## config.mk

```make
export PLATFORM = sky130hd
export DESIGN_NAME = alu_seq_flat
export DESIGN_NICKNAME = d
export VERILOG_FILES = /design/src/rtl/alu_seq_pkg.sv /design/src/rtl/alu_seq_if.sv /design/src/rtl/alu_seq_mul.sv /design/src/rtl/alu_seq.sv /design/src/flat_wrapper.sv
export SDC_FILE = /design/constraint.sdc
export NUM_CORES = 1
export LEC_CHECK = 0
export BUFFER_PORTS_ARGS = -buffer_cell sky130_fd_sc_hd__buf_2
export CORE_AREA = 4 4 102 104
export CTS_CLUSTER_SIZE = 28
export DETAILED_ROUTE_END_ITERATION = 8
export DIE_AREA = 0 0 106 108
export MAX_ROUTING_LAYER = met4
export PLACE_DENSITY = 0.77
export SLEW_MARGIN = 25
export SYNTH_ARGS = -nofsm -noshare
export SYNTH_HDL_FRONTEND = slang
export SYNTH_SLANG_ARGS = --single-unit
```

## constraint.sdc

```tcl
create_clock -name clk -period 2.84 [get_ports clk]
set_clock_uncertainty 0.15 [all_clocks]
set_input_delay 0.142 -clock clk [delete_from_list [all_inputs] [get_ports clk]]
set_output_delay 0.142 -clock clk [all_outputs]
set_load 0.005 [all_outputs]
```

## src/rtl/alu_seq_pkg.sv

```systemverilog
// Shared types for the sequential ALU: opcode and FSM state enums.
package alu_seq_pkg;

  localparam int unsigned OP_WIDTH = 3;

  typedef enum logic [OP_WIDTH-1:0] {
    OP_NEG_A = 3'd0,
    OP_NEG_B = 3'd1,
    OP_ADD   = 3'd2,
    OP_SUB   = 3'd3,
    OP_AND   = 3'd4,
    OP_OR    = 3'd5,
    OP_MUL   = 3'd6,
    OP_XOR   = 3'd7
  } alu_op_t;

  typedef enum logic {
    S_IDLE = 1'b0,
    S_MUL  = 1'b1
  } alu_state_t;

endpackage

```

## src/rtl/alu_seq_if.sv

```systemverilog
// Operation/result handshake bundle between producer, alu_seq and consumer.
interface alu_seq_if #(
  parameter int unsigned WIDTH = 8
) ();
  import alu_seq_pkg::*;

  logic             in_valid;
  logic             in_ready;
  logic [WIDTH-1:0] in_a;
  logic [WIDTH-1:0] in_b;
  alu_op_t          in_op;

  logic             out_valid;
  logic             out_ready;
  logic [WIDTH-1:0] out_f;
  logic [WIDTH-1:0] out_hi;
  logic             out_zero;
  logic             out_neg;
  logic             out_carry;
  logic             out_ovf;

  modport master (
    output in_valid, in_a, in_b, in_op, out_ready,
    input  in_ready, out_valid, out_f, out_hi, out_zero, out_neg, out_carry, out_ovf
  );

  modport slave (
    input  in_valid, in_a, in_b, in_op, out_ready,
    output in_ready, out_valid, out_f, out_hi, out_zero, out_neg, out_carry, out_ovf
  );
endinterface

```

## src/rtl/alu_seq_mul.sv

```systemverilog
// Unsigned WIDTH x WIDTH multiplier with full 2*WIDTH product.
// ALU_SEQ_FASTMUL_EN selects a combinational array; default is iterative shift-add.
module alu_seq_mul #(
  parameter int unsigned WIDTH = 8
) (
  input  logic               clk,
  input  logic               rst,
  input  logic               start,
  input  logic [WIDTH-1:0]   a,
  input  logic [WIDTH-1:0]   b,
  output logic               busy,
  output logic               done,
  output logic [2*WIDTH-1:0] product
);

  localparam int unsigned PW = 2 * WIDTH;

`ifdef ALU_SEQ_FASTMUL_EN

  assign product = PW'(a) * PW'(b);
  assign done    = start;
  assign busy    = 1'b0;

`else

  localparam int unsigned    CNT_W = $clog2(WIDTH);
  localparam logic [CNT_W-1:0] LAST = CNT_W'(WIDTH - 1);

  logic [PW-1:0]    mcand_q;
  logic [PW-1:0]    acc_q;
  logic [PW-1:0]    acc_d;
  logic [WIDTH-1:0] mplier_q;
  logic [CNT_W-1:0] cnt_q;
  logic             busy_q;

  // Product is the accumulator after the current partial product, so the
  // final sum is available combinationally in the last iteration.
  assign acc_d   = acc_q + (mplier_q[0] ? mcand_q : '0);
  assign done    = busy_q && (cnt_q == LAST);
  assign busy    = busy_q;
  assign product = acc_d;

  always_ff @(posedge clk or posedge rst) begin
    if (rst) begin
      mcand_q  <= '0;
      acc_q    <= '0;
      mplier_q <= '0;
      cnt_q    <= '0;
      busy_q   <= 1'b0;
    end else if (start) begin
      mcand_q  <= PW'(a);
      acc_q    <= '0;
      mplier_q <= b;
      cnt_q    <= '0;
      busy_q   <= 1'b1;
    end else if (busy_q) begin
      acc_q    <= acc_d;
      mcand_q  <= mcand_q << 1;
      mplier_q <= mplier_q >> 1;
      if (done) begin
        cnt_q  <= '0;
        busy_q <= 1'b0;
      end else begin
        cnt_q  <= cnt_q + CNT_W'(1);
      end
    end
  end

`endif

endmodule

```

## src/rtl/alu_seq.sv

```systemverilog
// Sequential handshaked ALU: eight ops, registered result and flags.
// Build option ALU_SEQ_FASTMUL_EN makes MUL single-cycle.
module alu_seq
  import alu_seq_pkg::*;
#(
  parameter int unsigned WIDTH = 8
) (
  input logic      clk,
  input logic      rst,
  alu_seq_if.slave bus
);

  if (WIDTH < 2) begin : g_width_chk
    $error("alu_seq: WIDTH must be >= 2");
  end

  localparam int unsigned      PW       = 2 * WIDTH;
  localparam int unsigned      MSB      = WIDTH - 1;
  localparam logic [WIDTH-1:0] MOST_NEG = {1'b1, {(WIDTH-1){1'b0}}};

  alu_state_t state_q, state_d;

  logic             accept;
  logic             mul_start;
  logic             mul_busy;
  logic             mul_done;
  logic [PW-1:0]    mul_prod;

  logic [WIDTH:0]   sum;
  logic [WIDTH-1:0] alu_f;
  logic             alu_c;
  logic             alu_v;

  logic             load;
  logic [WIDTH-1:0] res_f;
  logic [WIDTH-1:0] res_hi;
  logic             res_c;
  logic             res_v;

  logic             out_valid_q;
  logic [WIDTH-1:0] out_f_q;
  logic [WIDTH-1:0] out_hi_q;
  logic             zero_q, neg_q, carry_q, ovf_q;

  assign bus.in_ready = (state_q == S_IDLE) && !mul_busy && (!out_valid_q || bus.out_ready);
  assign accept       = bus.in_valid && bus.in_ready;
  assign mul_start    = accept && (bus.in_op == OP_MUL);

  alu_seq_mul #(.WIDTH(WIDTH)) u_mul (
    .clk     (clk),
    .rst     (rst),
    .start   (mul_start),
    .a       (bus.in_a),
    .b       (bus.in_b),
    .busy    (mul_busy),
    .done    (mul_done),
    .product (mul_prod)
  );

  // Single-cycle operations, evaluated directly on the presented operands.
  always_comb begin
    sum   = '0;
    alu_f = '0;
    alu_c = 1'b0;
    alu_v = 1'b0;
    case (bus.in_op)
      OP_NEG_A: begin
        alu_f = ~bus.in_a + WIDTH'(1);
        alu_v = (bus.in_a == MOST_NEG);
      end
      OP_NEG_B: begin
        alu_f = ~bus.in_b + WIDTH'(1);
        alu_v = (bus.in_b == MOST_NEG);
      end
      OP_ADD: begin
        sum   = {1'b0, bus.in_a} + {1'b0, bus.in_b};
        alu_f = sum[WIDTH-1:0];
        alu_c = sum[WIDTH];
        alu_v = (bus.in_a[MSB] == bus.in_b[MSB]) && (alu_f[MSB] != bus.in_a[MSB]);
      end
      OP_SUB: begin
        sum   = {1'b0, bus.in_a} + {1'b0, ~bus.in_b} + (WIDTH+1)'(1);
        alu_f = sum[WIDTH-1:0];
        alu_c = sum[WIDTH];
        alu_v = (bus.in_a[MSB] != bus.in_b[MSB]) && (alu_f[MSB] != bus.in_a[MSB]);
      end
      OP_AND:  alu_f = bus.in_a & bus.in_b;
      OP_OR:   alu_f = bus.in_a | bus.in_b;
      OP_XOR:  alu_f = bus.in_a ^ bus.in_b;
      OP_MUL:  alu_f = '0;
    endcase
  end

  always_ff @(posedge clk or posedge rst) begin
    if (rst) state_q <= S_IDLE;
    else     state_q <= state_d;
  end

  // Next state and result selection; load marks a new result to register.
  always_comb begin
    state_d = state_q;
    load    = 1'b0;
    res_f   = alu_f;
    res_hi  = '0;
    res_c   = alu_c;
    res_v   = alu_v;
    case (state_q)
      S_IDLE: begin
        if (accept) begin
          if (bus.in_op == OP_MUL) begin
`ifdef ALU_SEQ_FASTMUL_EN
            load   = mul_done;
            res_f  = mul_prod[WIDTH-1:0];
            res_hi = mul_prod[PW-1:WIDTH];
            res_c  = |mul_prod[PW-1:WIDTH];
            res_v  = 1'b0;
`else
            state_d = S_MUL;
`endif
          end else begin
            load = 1'b1;
          end
        end
      end
      S_MUL: begin
        res_f  = mul_prod[WIDTH-1:0];
        res_hi = mul_prod[PW-1:WIDTH];
        res_c  = |mul_prod[PW-1:WIDTH];
        res_v  = 1'b0;
        if (mul_done) begin
          load    = 1'b1;
          state_d = S_IDLE;
        end
      end
      default: state_d = S_IDLE;
    endcase
  end

  // Output registers hold while the consumer stalls.
  always_ff @(posedge clk or posedge rst) begin
    if (rst) begin
      out_valid_q <= 1'b0;
      out_f_q     <= '0;
      out_hi_q    <= '0;
      zero_q      <= 1'b0;
      neg_q       <= 1'b0;
      carry_q     <= 1'b0;
      ovf_q       <= 1'b0;
    end else if (load) begin
      out_valid_q <= 1'b1;
      out_f_q     <= res_f;
      out_hi_q    <= res_hi;
      zero_q      <= (res_f == '0);
      neg_q       <= res_f[MSB];
      carry_q     <= res_c;
      ovf_q       <= res_v;
    end else if (bus.out_ready) begin
      out_valid_q <= 1'b0;
    end
  end

  assign bus.out_valid = out_valid_q;
  assign bus.out_f     = out_f_q;
  assign bus.out_hi    = out_hi_q;
  assign bus.out_zero  = zero_q;
  assign bus.out_neg   = neg_q;
  assign bus.out_carry = carry_q;
  assign bus.out_ovf   = ovf_q;

endmodule
```

## src/flat_wrapper.sv

```systemverilog
// flat-port wrapper written by rule: the top's interface ports become plain ports
module alu_seq_flat import alu_seq_pkg::*;
#(
  parameter int unsigned WIDTH = 8
)
  (clk, rst, bus_in_valid, bus_in_a, bus_in_b, bus_in_op, bus_out_ready, bus_in_ready, bus_out_valid, bus_out_f, bus_out_hi, bus_out_zero, bus_out_neg, bus_out_carry, bus_out_ovf);
  alu_seq_if #(.WIDTH(WIDTH)) bus_i ();
  input logic clk;
  input logic rst;
  input wire logic [$bits(bus_i.in_valid)-1:0] bus_in_valid;
  input wire logic [$bits(bus_i.in_a)-1:0] bus_in_a;
  input wire logic [$bits(bus_i.in_b)-1:0] bus_in_b;
  input wire logic [$bits(bus_i.in_op)-1:0] bus_in_op;
  input wire logic [$bits(bus_i.out_ready)-1:0] bus_out_ready;
  output wire logic [$bits(bus_i.in_ready)-1:0] bus_in_ready;
  output wire logic [$bits(bus_i.out_valid)-1:0] bus_out_valid;
  output wire logic [$bits(bus_i.out_f)-1:0] bus_out_f;
  output wire logic [$bits(bus_i.out_hi)-1:0] bus_out_hi;
  output wire logic [$bits(bus_i.out_zero)-1:0] bus_out_zero;
  output wire logic [$bits(bus_i.out_neg)-1:0] bus_out_neg;
  output wire logic [$bits(bus_i.out_carry)-1:0] bus_out_carry;
  output wire logic [$bits(bus_i.out_ovf)-1:0] bus_out_ovf;
  assign bus_i.in_valid = bus_in_valid;
  assign bus_i.in_a = bus_in_a;
  assign bus_i.in_b = bus_in_b;
  assign bus_i.in_op = bus_in_op;
  assign bus_i.out_ready = bus_out_ready;
  assign bus_in_ready = bus_i.in_ready;
  assign bus_out_valid = bus_i.out_valid;
  assign bus_out_f = bus_i.out_f;
  assign bus_out_hi = bus_i.out_hi;
  assign bus_out_zero = bus_i.out_zero;
  assign bus_out_neg = bus_i.out_neg;
  assign bus_out_carry = bus_i.out_carry;
  assign bus_out_ovf = bus_i.out_ovf;
  alu_seq #(.WIDTH(WIDTH)) u_core (.clk(clk), .rst(rst), .bus(bus_i));
endmodule
```

==> results by group <==
Outcome
  • Outcome: finished with violations
  • Failing checks: negative setup slack

GRT
  • Gr usage total: 0.250
  • First-pass GRT wire length: between 20,000 and 25,000 um
  • Pin count of the biggest net entering global routing: 55
  • GR Overflow Total: 0
  • Vias in the first global route: 4,550
  • Initial antenna violation count: 0

CTS
  • Max Root-Sink Buffers: 2
  • Clk_lat worst skew: 0.36 ns
  • Clk Tree Root Cell: clkbuf_8
  • Num CTS Buffers: 9
  • Htree depth: 3
  • Sink Count: between 60 and 70
  • Clk pin slew, worst setup/hold paths: 0.07 ns
  • CTS tree: yes

Worst setup path
  • Biggest cell delay along the critical path: 0.43 ns
  • CP startpoint kind: flip-flop
  • Critical path, cell by cell: buf_6 -> buf_4 -> and2_1 -> ha_2 -> a21o_1 -> a211o_1 -> nor3b_1 -> a211oi_2 -> o311ai_2 -> buf_4 -> nor4_2 -> a31oi_1
  • CP Class: reg2reg
  • Required @ worst endpoint: 2.92 ns
  • CP top delay family: compound AO/OA/AOI/OAI gates
  • Internal reg-to-reg setup slack: -0.005 ns
  • Buf/Inv on CP: 3
  • Worst EP arrival: 2.92 ns
  • Crit path capture type: flip-flop
  • Worst path most repeated cell: buf_4
  • Crit Path Max Fanout: 6
  • Critical-path top delay cell: dfrtp_1

Synth
  • Most used flip-flop cell after synthesis: dfrtp_1
  • Mapped Area: between 5000 and 6000 sq um
  • Register area share after synthesis: 0.315
  • Register bit total from synthesis: 65
  • Synth area leader: dfrtp_1
  • Synth warn: 0
  • Share of synthesized flip-flops with an asynchronous set or reset: 1.00
  • Yosys cell types: 65
  • Syn Area/Cell: about 8.7 sq um
  • Syn Nets: 662
  • Top cell type's share of synthesized area: 0.315
  • Synth area leaders: dfrtp_1 32%, ha_1 10%, mux2i_1 6.8%
  • Post-synth EDFFs: 0
  • Post-Synthesis Cells: roughly 590

Finish
  • Commonest non-fill, non-tap cells in the layout: 64 x dfrtp_1, 56 x nor2_1, 55 x nand2_1, 42 x buf_2, 35 x mux2i_1
  • Non-Filler Instances: 791
  • Commonest non-fill, non-tap cell in the layout: dfrtp_1
  • Fillers: approximately 780
  • Multi-input gate area: 3620 sq um
  • Register area: between 1500 and 2000 sq um
  • ANT cells: 0
  • Synth-to-Final Area Change: 20.9%
  • Proportion of layout cells with a drive suffix above 1: 0.217
  • Final core occ: 0.654
  • Post-layout net count: 722
  • Design area: 6240 sq um

Die
  • Die Y: 108 um
  • Row cnt: 36
  • Total die area: between 10,000 and 15,000 sq um
  • Starting Density: 0.540
  • # IOs: 45
  • Core box area: 9550 sq um
  • Die X-Extent: 106 um

Detailed routing
  • Mean routed wirelength per cell: 18.5 um
  • Starting DRT DRC Count: 400
  • Vias: 4,881
  • Drt pass-1 iters: 7
  • Residual DRC count: 0
  • Vias/cell: 6.17
  • WL final: 14,700 um
  • Antenna viol nets, final: 0

Timing
  • Slew margin rel.: 0.586
  • Max Slew Vio Count: 0
  • Worst-margin pin slew: ~0.62 ns
  • Period minus WS final: between 2 and 3 ns
  • Setup TNS: -0.00465 ns
  • PnR worst setup slack: -0.00465 ns
  • Period utilization: 1.00
  • FMAX: 0.352 GHz
  • Fin. Hold Viols: 0
  • Final setup viols: 1

Hold path
  • HP Class: in2reg

Power
  • PwrDens: 758 nW/um^2
  • Leakage: around 2.9 nW
  • Worst vdd ir: between 0.0003 and 0.0004 V

Place
  • RD Place Congestion: 0.971
  • Cell count after placement: 761
  • Detailed Place HPWL: around 10,000 um
  • DP Area: 5570 sq um
  • Port Buf Inserts: 44
  • Setup WS pre-CTS: -0.0597 ns

Flow run
  • Max Cap Viol: 0
-- tightest hold or removal path: stages --
cell and delay, ns:
buf_2 0.11, nand3_1 0.13, o31ai_1 0.09
-- registers in the layout, indices dropped and copies added, names as in the netlist, 3 cells and up --
register and cells:
u_core.u_mul.acc_q 16, u_core.bus.out_f 7, u_core.u_mul.cnt_q 3, u_core.u_mul.mplier_q 8
u_core.bus.out_hi 8, u_core.u_mul.mcand_q 16
-- worst paths after layout --
check                                               from                     end  depth (start not counted)
worst min register to register       u_core.bus.out_zero     u_core.bus.out_zero                          2
worst max register to register  u_core.u_mul.mplier_q[0]    u_core.bus.out_carry                         12
worst min-delay path                        bus_in_valid      u_core.bus.out_ovf                          3
worst max-delay path            u_core.u_mul.mplier_q[0]    u_core.bus.out_carry                         12
max in group asynchronous                            rst       u_core.u_mul.busy                          4
min in group asynchronous                            rst  u_core.u_mul.acc_q[14]                          3
-- cell type report --
class / instances / area share
multi-input cells: 468 / 0.579
inverters: 29 / 0.0174
well taps: 133 / 0.0267
clock inverters: 5 / 0.00882
repair buffers: 80 / 0.0844
clock buffers: 11 / 0.0226
flip-flops and latches: 65 / 0.261
-- power breakdown --
part	switching, mW	total, mW	leakage, nW	internal (mW)
logic	1.29	2.35	1.91	1.06
clock network	0.378	0.805	0.0953	0.426
registers	0.299	1.57	0.844	1.27
-- logic make-up (layout without fill, tap and decap cells) --
kind of cell	after synthesis	count (layout)	share of synthesized area
xor gates and xnor gates	20	20	0.0339
buffers and inverters	60	125	0.0497
and+or+nand+nor	208	208	0.197
DFF	65	65	0.315
AOI/OAI and AO/OA	155	155	0.211
adders and majority gates	46	46	0.116
muxes	39	39	0.0766
-- repair_timing --
action	CTS	global route
endpoints found under the hold margin	33	0
pin swaps	2	23
cloned	0	1
setup endpoints to repair	2	16
gates resized for setup	8	58
hold buffers	8	0
setup buffers	0	5
-- metal layers --
metal,vias up,global-route usage,part of all wire
li1,2261,-,-
met5,-,-,0
met2,222,0.402,0.48
met4,0,0.0712,0.027
met1,2359,0.333,0.41
met3,39,0.0388,0.081
-- cells in the mapped netlist (10+ instances only) --
cell type	instances
nor2_1	58
inv_1	27
xnor2_1	11
o21ai_0	32
nand2_1	55
nor3_1	15
a21oi_1	31
ha_1	43
nand3_1	11
dfrtp_1	65
mux2i_1	35
and2_1	17
a221o_1	10
clkbuf_1	16
-- metrics by stage --
step / power, mW / hold WS (ns)
floorplan: 2.87 / 0.109
global placement: 3.50 / 0.0650
detailed placement: 3.58 / 0.0749
CTS: 4.41 / 0.00367
global route: 5.00 / 0.0338
finish: 4.73 / 0.00588
(Power assumes the default switching activity.)
